### src/rtl/fir_coeff_loader.sv
// fir_coeff_loader: AHB-Lite master that disables a FIR, streams tap_count coefficients into its
// coefficient memory, then re-enables it. Optional tlast framing check: FIR_LOADER_TLAST_CHECK_EN.
module fir_coeff_loader #(
   parameter logic [31:0] COEFF_BASE = 32'h0000_0000,
   parameter logic [31:0] CTRL_ADDR  = 32'h0000_0800
) (
   input  logic        clk,
   input  logic        reset_n,
   input  logic        start,
   input  logic [10:0] tap_count,
   input  logic [15:0] rate,
   output logic        busy,
   output logic        done,
   output logic        error,
   input  logic [15:0] tdata_s,
   input  logic        tvalid_s,
   output logic        tready_s,
   input  logic        tlast_s,
   output logic [31:0] haddr_m,
   output logic [1:0]  htrans_m,
   output logic [2:0]  hsize_m,
   output logic [2:0]  hburst_m,
   output logic        hwrite_m,
   output logic [31:0] hwdata_m,
   input  logic        hready_m,
   input  logic        hresp_m
);

   localparam int unsigned CNT_W    = 11;
   localparam int unsigned COEFF_W  = 16;
   localparam int unsigned MAX_TAPS = 1024;

   localparam logic [1:0] HTRANS_IDLE   = 2'b00;
   localparam logic [1:0] HTRANS_NONSEQ = 2'b10;
   localparam logic [2:0] HSIZE_HALF    = 3'b001;
   localparam logic [2:0] HSIZE_WORD    = 3'b010;

   typedef enum logic [3:0] {
      S_IDLE,
      S_DIS_A,
      S_DIS_D,
      S_FETCH,
      S_WR_A,
      S_WR_D,
      S_EN_A,
      S_EN_D,
      S_ERR
   } state_t;

   state_t              state;
   logic [CNT_W-1:0]    tap_q;
   logic [15:0]         rate_q;
   logic [CNT_W-1:0]    idx;
   logic [COEFF_W-1:0]  coeff_q;

   logic [CNT_W-1:0]    idx_inc_c;
   logic                last_write_c;
   logic                tlast_bad_c;

   assign hburst_m     = 3'b000;
   assign idx_inc_c    = idx + CNT_W'(1);
   assign last_write_c = (idx_inc_c == tap_q);

   // Framing check: only the final accepted beat may carry tlast.
`ifdef FIR_LOADER_TLAST_CHECK_EN
   assign tlast_bad_c = (tlast_s != (idx == (tap_q - CNT_W'(1))));
`else
   logic unused_tlast;
   assign unused_tlast = tlast_s;
   assign tlast_bad_c  = 1'b0;
`endif

   always_ff @(posedge clk or negedge reset_n) begin
      if (!reset_n) begin
         state    <= S_IDLE;
         tap_q    <= '0;
         rate_q   <= '0;
         idx      <= '0;
         coeff_q  <= '0;
         haddr_m  <= '0;
         htrans_m <= HTRANS_IDLE;
         hsize_m  <= '0;
         hwrite_m <= 1'b0;
         hwdata_m <= '0;
         tready_s <= 1'b0;
         busy     <= 1'b0;
         done     <= 1'b0;
         error    <= 1'b0;
      end else begin
         done <= 1'b0;
         case (state)
            S_IDLE: begin
               if (start) begin
                  if (tap_count > CNT_W'(MAX_TAPS)) begin
                     error <= 1'b1;
                  end else begin
                     tap_q    <= tap_count;
                     rate_q   <= rate;
                     idx      <= '0;
                     error    <= 1'b0;
                     busy     <= 1'b1;
                     state    <= S_DIS_A;
                     htrans_m <= HTRANS_NONSEQ;
                     haddr_m  <= CTRL_ADDR;
                     hsize_m  <= HSIZE_WORD;
                     hwrite_m <= 1'b1;
                  end
               end
            end

            S_DIS_A: begin
               htrans_m <= HTRANS_IDLE;
               hwrite_m <= 1'b0;
               hwdata_m <= 32'h0;
               state    <= S_DIS_D;
            end

            S_DIS_D: begin
               if (hresp_m) begin
                  htrans_m <= HTRANS_IDLE;
                  error    <= 1'b1;
                  busy     <= 1'b0;
                  state    <= S_ERR;
               end else if (hready_m) begin
                  if (tap_q == '0) begin
                     htrans_m <= HTRANS_NONSEQ;
                     haddr_m  <= CTRL_ADDR;
                     hsize_m  <= HSIZE_WORD;
                     hwrite_m <= 1'b1;
                     state    <= S_EN_A;
                  end else begin
                     tready_s <= 1'b1;
                     state    <= S_FETCH;
                  end
               end
            end

            S_FETCH: begin
               if (tvalid_s) begin
                  tready_s <= 1'b0;
                  if (tlast_bad_c) begin
                     error <= 1'b1;
                     busy  <= 1'b0;
                     state <= S_ERR;
                  end else begin
                     coeff_q  <= tdata_s;
                     htrans_m <= HTRANS_NONSEQ;
                     haddr_m  <= COEFF_BASE + 32'({idx, 1'b0});
                     hsize_m  <= HSIZE_HALF;
                     hwrite_m <= 1'b1;
                     state    <= S_WR_A;
                  end
               end
            end

            S_WR_A: begin
               htrans_m <= HTRANS_IDLE;
               hwrite_m <= 1'b0;
               hwdata_m <= {coeff_q, coeff_q};
               state    <= S_WR_D;
            end

            S_WR_D: begin
               if (hresp_m) begin
                  htrans_m <= HTRANS_IDLE;
                  error    <= 1'b1;
                  busy     <= 1'b0;
                  state    <= S_ERR;
               end else if (hready_m) begin
                  idx <= idx_inc_c;
                  if (last_write_c) begin
                     htrans_m <= HTRANS_NONSEQ;
                     haddr_m  <= CTRL_ADDR;
                     hsize_m  <= HSIZE_WORD;
                     hwrite_m <= 1'b1;
                     state    <= S_EN_A;
                  end else begin
                     tready_s <= 1'b1;
                     state    <= S_FETCH;
                  end
               end
            end

            S_EN_A: begin
               htrans_m <= HTRANS_IDLE;
               hwrite_m <= 1'b0;
               hwdata_m <= {rate_q, 15'h0, 1'b1};
               state    <= S_EN_D;
            end

            S_EN_D: begin
               if (hresp_m) begin
                  htrans_m <= HTRANS_IDLE;
                  error    <= 1'b1;
                  busy     <= 1'b0;
                  state    <= S_ERR;
               end else if (hready_m) begin
                  done  <= 1'b1;
                  busy  <= 1'b0;
                  state <= S_IDLE;
               end
            end

            // One-cycle landing state; the filter stays disabled.
            S_ERR: begin
               htrans_m <= HTRANS_IDLE;
               state    <= S_IDLE;
            end

            default: begin
               htrans_m <= HTRANS_IDLE;
               tready_s <= 1'b0;
               busy     <= 1'b0;
               state    <= S_IDLE;
            end
         endcase
      end
   end

endmodule

### config.mk
export PLATFORM = sky130hd
export DESIGN_NAME = fir_coeff_loader
export DESIGN_NICKNAME = d
export VERILOG_FILES = /design/src/rtl/fir_coeff_loader.sv
export SDC_FILE = /design/constraint.sdc
export NUM_CORES = 1
export LEC_CHECK = 0
export BUFFER_PORTS_ARGS = -buffer_cell sky130_fd_sc_hd__clkbuf_2
export CAP_MARGIN = 20
export CORE_MARGIN = 2
export CORE_UTILIZATION = 40
export CTS_CLUSTER_DIAMETER = 120
export DETAILED_ROUTE_END_ITERATION = 7
export SYNTH_ARGS = -nofsm -noshare
export SYNTH_HDL_FRONTEND = slang
export SYNTH_SLANG_ARGS = --single-unit
### constraint.sdc
create_clock -name clk -period 3.6 [get_ports clk]
set_input_delay 0 -clock clk [delete_from_list [all_inputs] [get_ports clk]]
set_output_delay 0 -clock clk [all_outputs]
set_load 0.05 [all_outputs]
==> results.txt <==
status -> finished clean
Worst Path Required -> 3.88 ns
Reg area -> 0.002728 mm²
simple-gate area share of the yosys netlist -> 11.10%
Post-Route Setup TNS -> 0 ns
deepest clock path buffer count -> 2
fillers -> 1186
CP startpoint -> tap_q[0]
synth cell count leaders -> dfrtp_1 (109), mux2_2 (40), o21ai_0 (35), inv_1 (33), nor2_1 (30)
crit-path max cell delay -> 0.54 ns
Initial Utilization -> 40.48%
worst reg2reg path depth -> 6
synth unique cells -> 57
layout cells sized above 1 -> 27.92%
first-pass GRT wire length -> 21.93 mm
hold_ws -> 0.1125 ns
cell chosen for the clock root -> clkbuf_16
Core ar. -> 0.01309 mm²
Clock transition at path regs -> 0.07 ns
total iterations of the first detailed-routing run -> 5
actual slew at the worst max-slew pin -> 0.6823 ns
hpwl dp -> 9.059 mm
largest net degree at the start of global routing -> 54
RSZ-0062 raised after global routing -> false
Die H -> 119.1 µm
Area Overhead vs Synth -> 24.57%
Setup CP Type -> flip-flop to flip-flop
mean routed wirelength per cell -> 16.34 µm
Fin. Hold Viols -> 0
crit start category -> flip-flop
most common cell in the netlist -> dfrtp_1
Tot GR Track Use -> 19.57%
multi-input logic area -> 0.002236 mm²
# diodes -> 0
Final Max Tran Viols -> 0
Critical Path End -> haddr_m[11]
vias in the first global route -> 4143
post-synth top area cell -> dfrtp_1
asr flop ratio synth -> 100.0%
Post-synth EDFFs -> 0
clock sink total -> 109
XOR/XNOR share of the synthesized area -> 1.819%
cells after synthesis -> 496
chip width -> 119.1 µm
Crit-path slowest cell -> or4_1
top cell type's share of synthesized area -> 51.50%
Iter 0 DRT Violations -> 221
DRC viols -> 0
R2R Path End -> haddr_m[11]
cts bufs inserted -> 9
post-CTS sizing -> 0
post-synthesis compound-gate area fraction -> 18.14%
CTS tree -> done
vias post-DR -> 4264
GP Congestion -> 0.8690
Setup violations, final -> 0
slew margin rel. -> 54.35%
I/O Pins -> 127
Syn Std Cell Area -> 0.005296 mm²
Port Buffer Count -> 99
reg2reg start -> tap_q[0]
worst vdd ir -> 0.0004383 V
#FFs+latches synth -> 109
Worst Setup End Kind -> flip-flop
setup slack, reg-to-reg -> 0.86 ns
PD cells -> 883.4 mW/mm²
largest family of logic cells by synthesized area -> compound AO/OA/AOI/OAI gates
Final ANT Viol Nets -> 0
min cycle time layout -> 2.735 ns
final net count -> 680
# rows -> 42
crit-path cells -> nor4_1 > nand3_1 > a221o_1 > or2_4 > or4_1 > a21oi_1
die area -> 0.01418 mm²
CP max FO -> 13
WL final -> 13.24 mm
Synth Flop Type -> dfrtp_1
Avg Cell Area, Syn -> 10.68 µm²
Final period util -> 75.98%
antenna violations before repair -> 0
Synth area leaders -> dfrtp_1 (52%), mux2_2 (8.5%), buf_4 (3.7%)
Clock Skews -> 0.007258 ns
synth warn -> 0
worst hold path type -> input port to asynchronous set/reset pin
GRT overflow -> 0
Post-Synth Adder-Cell Area -> 0.2362%
LEAKAGE -> 3.156 nW
proportion of synthesized area in mux cells -> 8.883%
fmax -> 365.6 MHz
DR vias/cell -> 5.264
CP arrival -> 3.01 ns
Max Cap Viol -> 0
worst-skew pair later-pin latency -> 0.35 ns
H-tree levels -> 3
sequential-to-total area share from yosys stat -> 51.50%
## repair_timing
| item | 4_1_cts | 5_1_grt |
|---|---|---|
| setup endpoints to repair | 0 | 0 |
| buffers inserted | 0 | 0 |
| hold buffers | 45 | 0 |
| hold endpoints to repair | 73 | 0 |
## metal layers
metal	part of all wire, %	routed length, µm	GRT usage [%]
met2	48	6417	30.96
met1	43	5746	25.75
met4	1.2	158	5.729
met3	6.9	915	6.274
met5	0	0	0
## cell type report
| type | count | share of cell area [%] |
|---|---|---|
| flip-flops and latches | 109 | 41.34 |
| multi-input cells | 324 | 33.89 |
| repair buffers | 152 | 15.29 |
| clock buffers | 11 | 3.679 |
| well taps | 176 | 3.338 |
| inverters | 33 | 1.877 |
| clock inverters | 5 | 0.5879 |
## worst min path at each step
stage / start / to / cells past startpoint
floorplan: reset_n / busy / 0
global route: start / tap_q[10] / 3
global placement: reset_n / done / 1
finish: reset_n / done / 2
CTS: hresp_m / state[3] / 3
detailed placement: reset_n / tready_s / 1
## cell families after synthesis
kind of cell	count (synthesis)
other cells	1
fa+ha+maj	1
flops	109
buf+inv	88
xor+xnor	11
compound gates	129
mux	42
simple gates	115
## worst max-delay path, delay by kind of cell (launching register included)
family / cells / cell delay [ns]
DFF: 1 / 0.41
AOI/OAI and AO/OA: 2 / 0.62
and+or+nand+nor: 4 / 1.62
## registers in the layout (all words and copies together), names as in the netlist
name / flops
done: 1
busy: 1
state: 4
rate_q: 16
idx: 11
error: 1
hwdata_m: 32
hwrite_m: 1
coeff_q: 16
tready_s: 1
htrans_m: 1
hsize_m: 2
haddr_m: 11
tap_q: 11
## cell usage in the layout (no fill, tap or decap), types with 11 or more instances in the layout
cell type / n
dfrtp_1: 109
inv_1: 33
dlygate4sd3_1: 45
o21ai_0: 35
nand2_1: 24
a21oi_1: 13
a222oi_1: 16
a22oi_1: 11
conb_1: 26
a22o_1: 17
clkbuf_2: 98
mux2_2: 40
nor2_1: 29
nand3_1: 11
## power breakdown
| group | total [mW] | internal [mW] | switching (mW) |
|---|---|---|---|
| sequential | 2.15 | 1.72 | 0.428 |
| combinational | 2.72 | 0.940 | 1.78 |
| clock | 0.955 | 0.497 | 0.458 |
| total | 5.83 | 3.16 | 2.67 |
## metrics by stage
stage	worst slack [ns]	util (%)	instance area, µm²	power, mW	std cells
final	0.8649	50.42	6598	5.828	810
after CTS	0.8664	50.42	6598	5.880	810
after global placement	0.9149	44.83	5866	4.814	749
after floorplan	1.328	-	5390	4.197	521
after detailed placement	0.8917	44.83	5866	4.866	749
after global routing	0.6903	50.42	6598	6.212	810
Note: power is estimated with default switching activity, not from simulation.
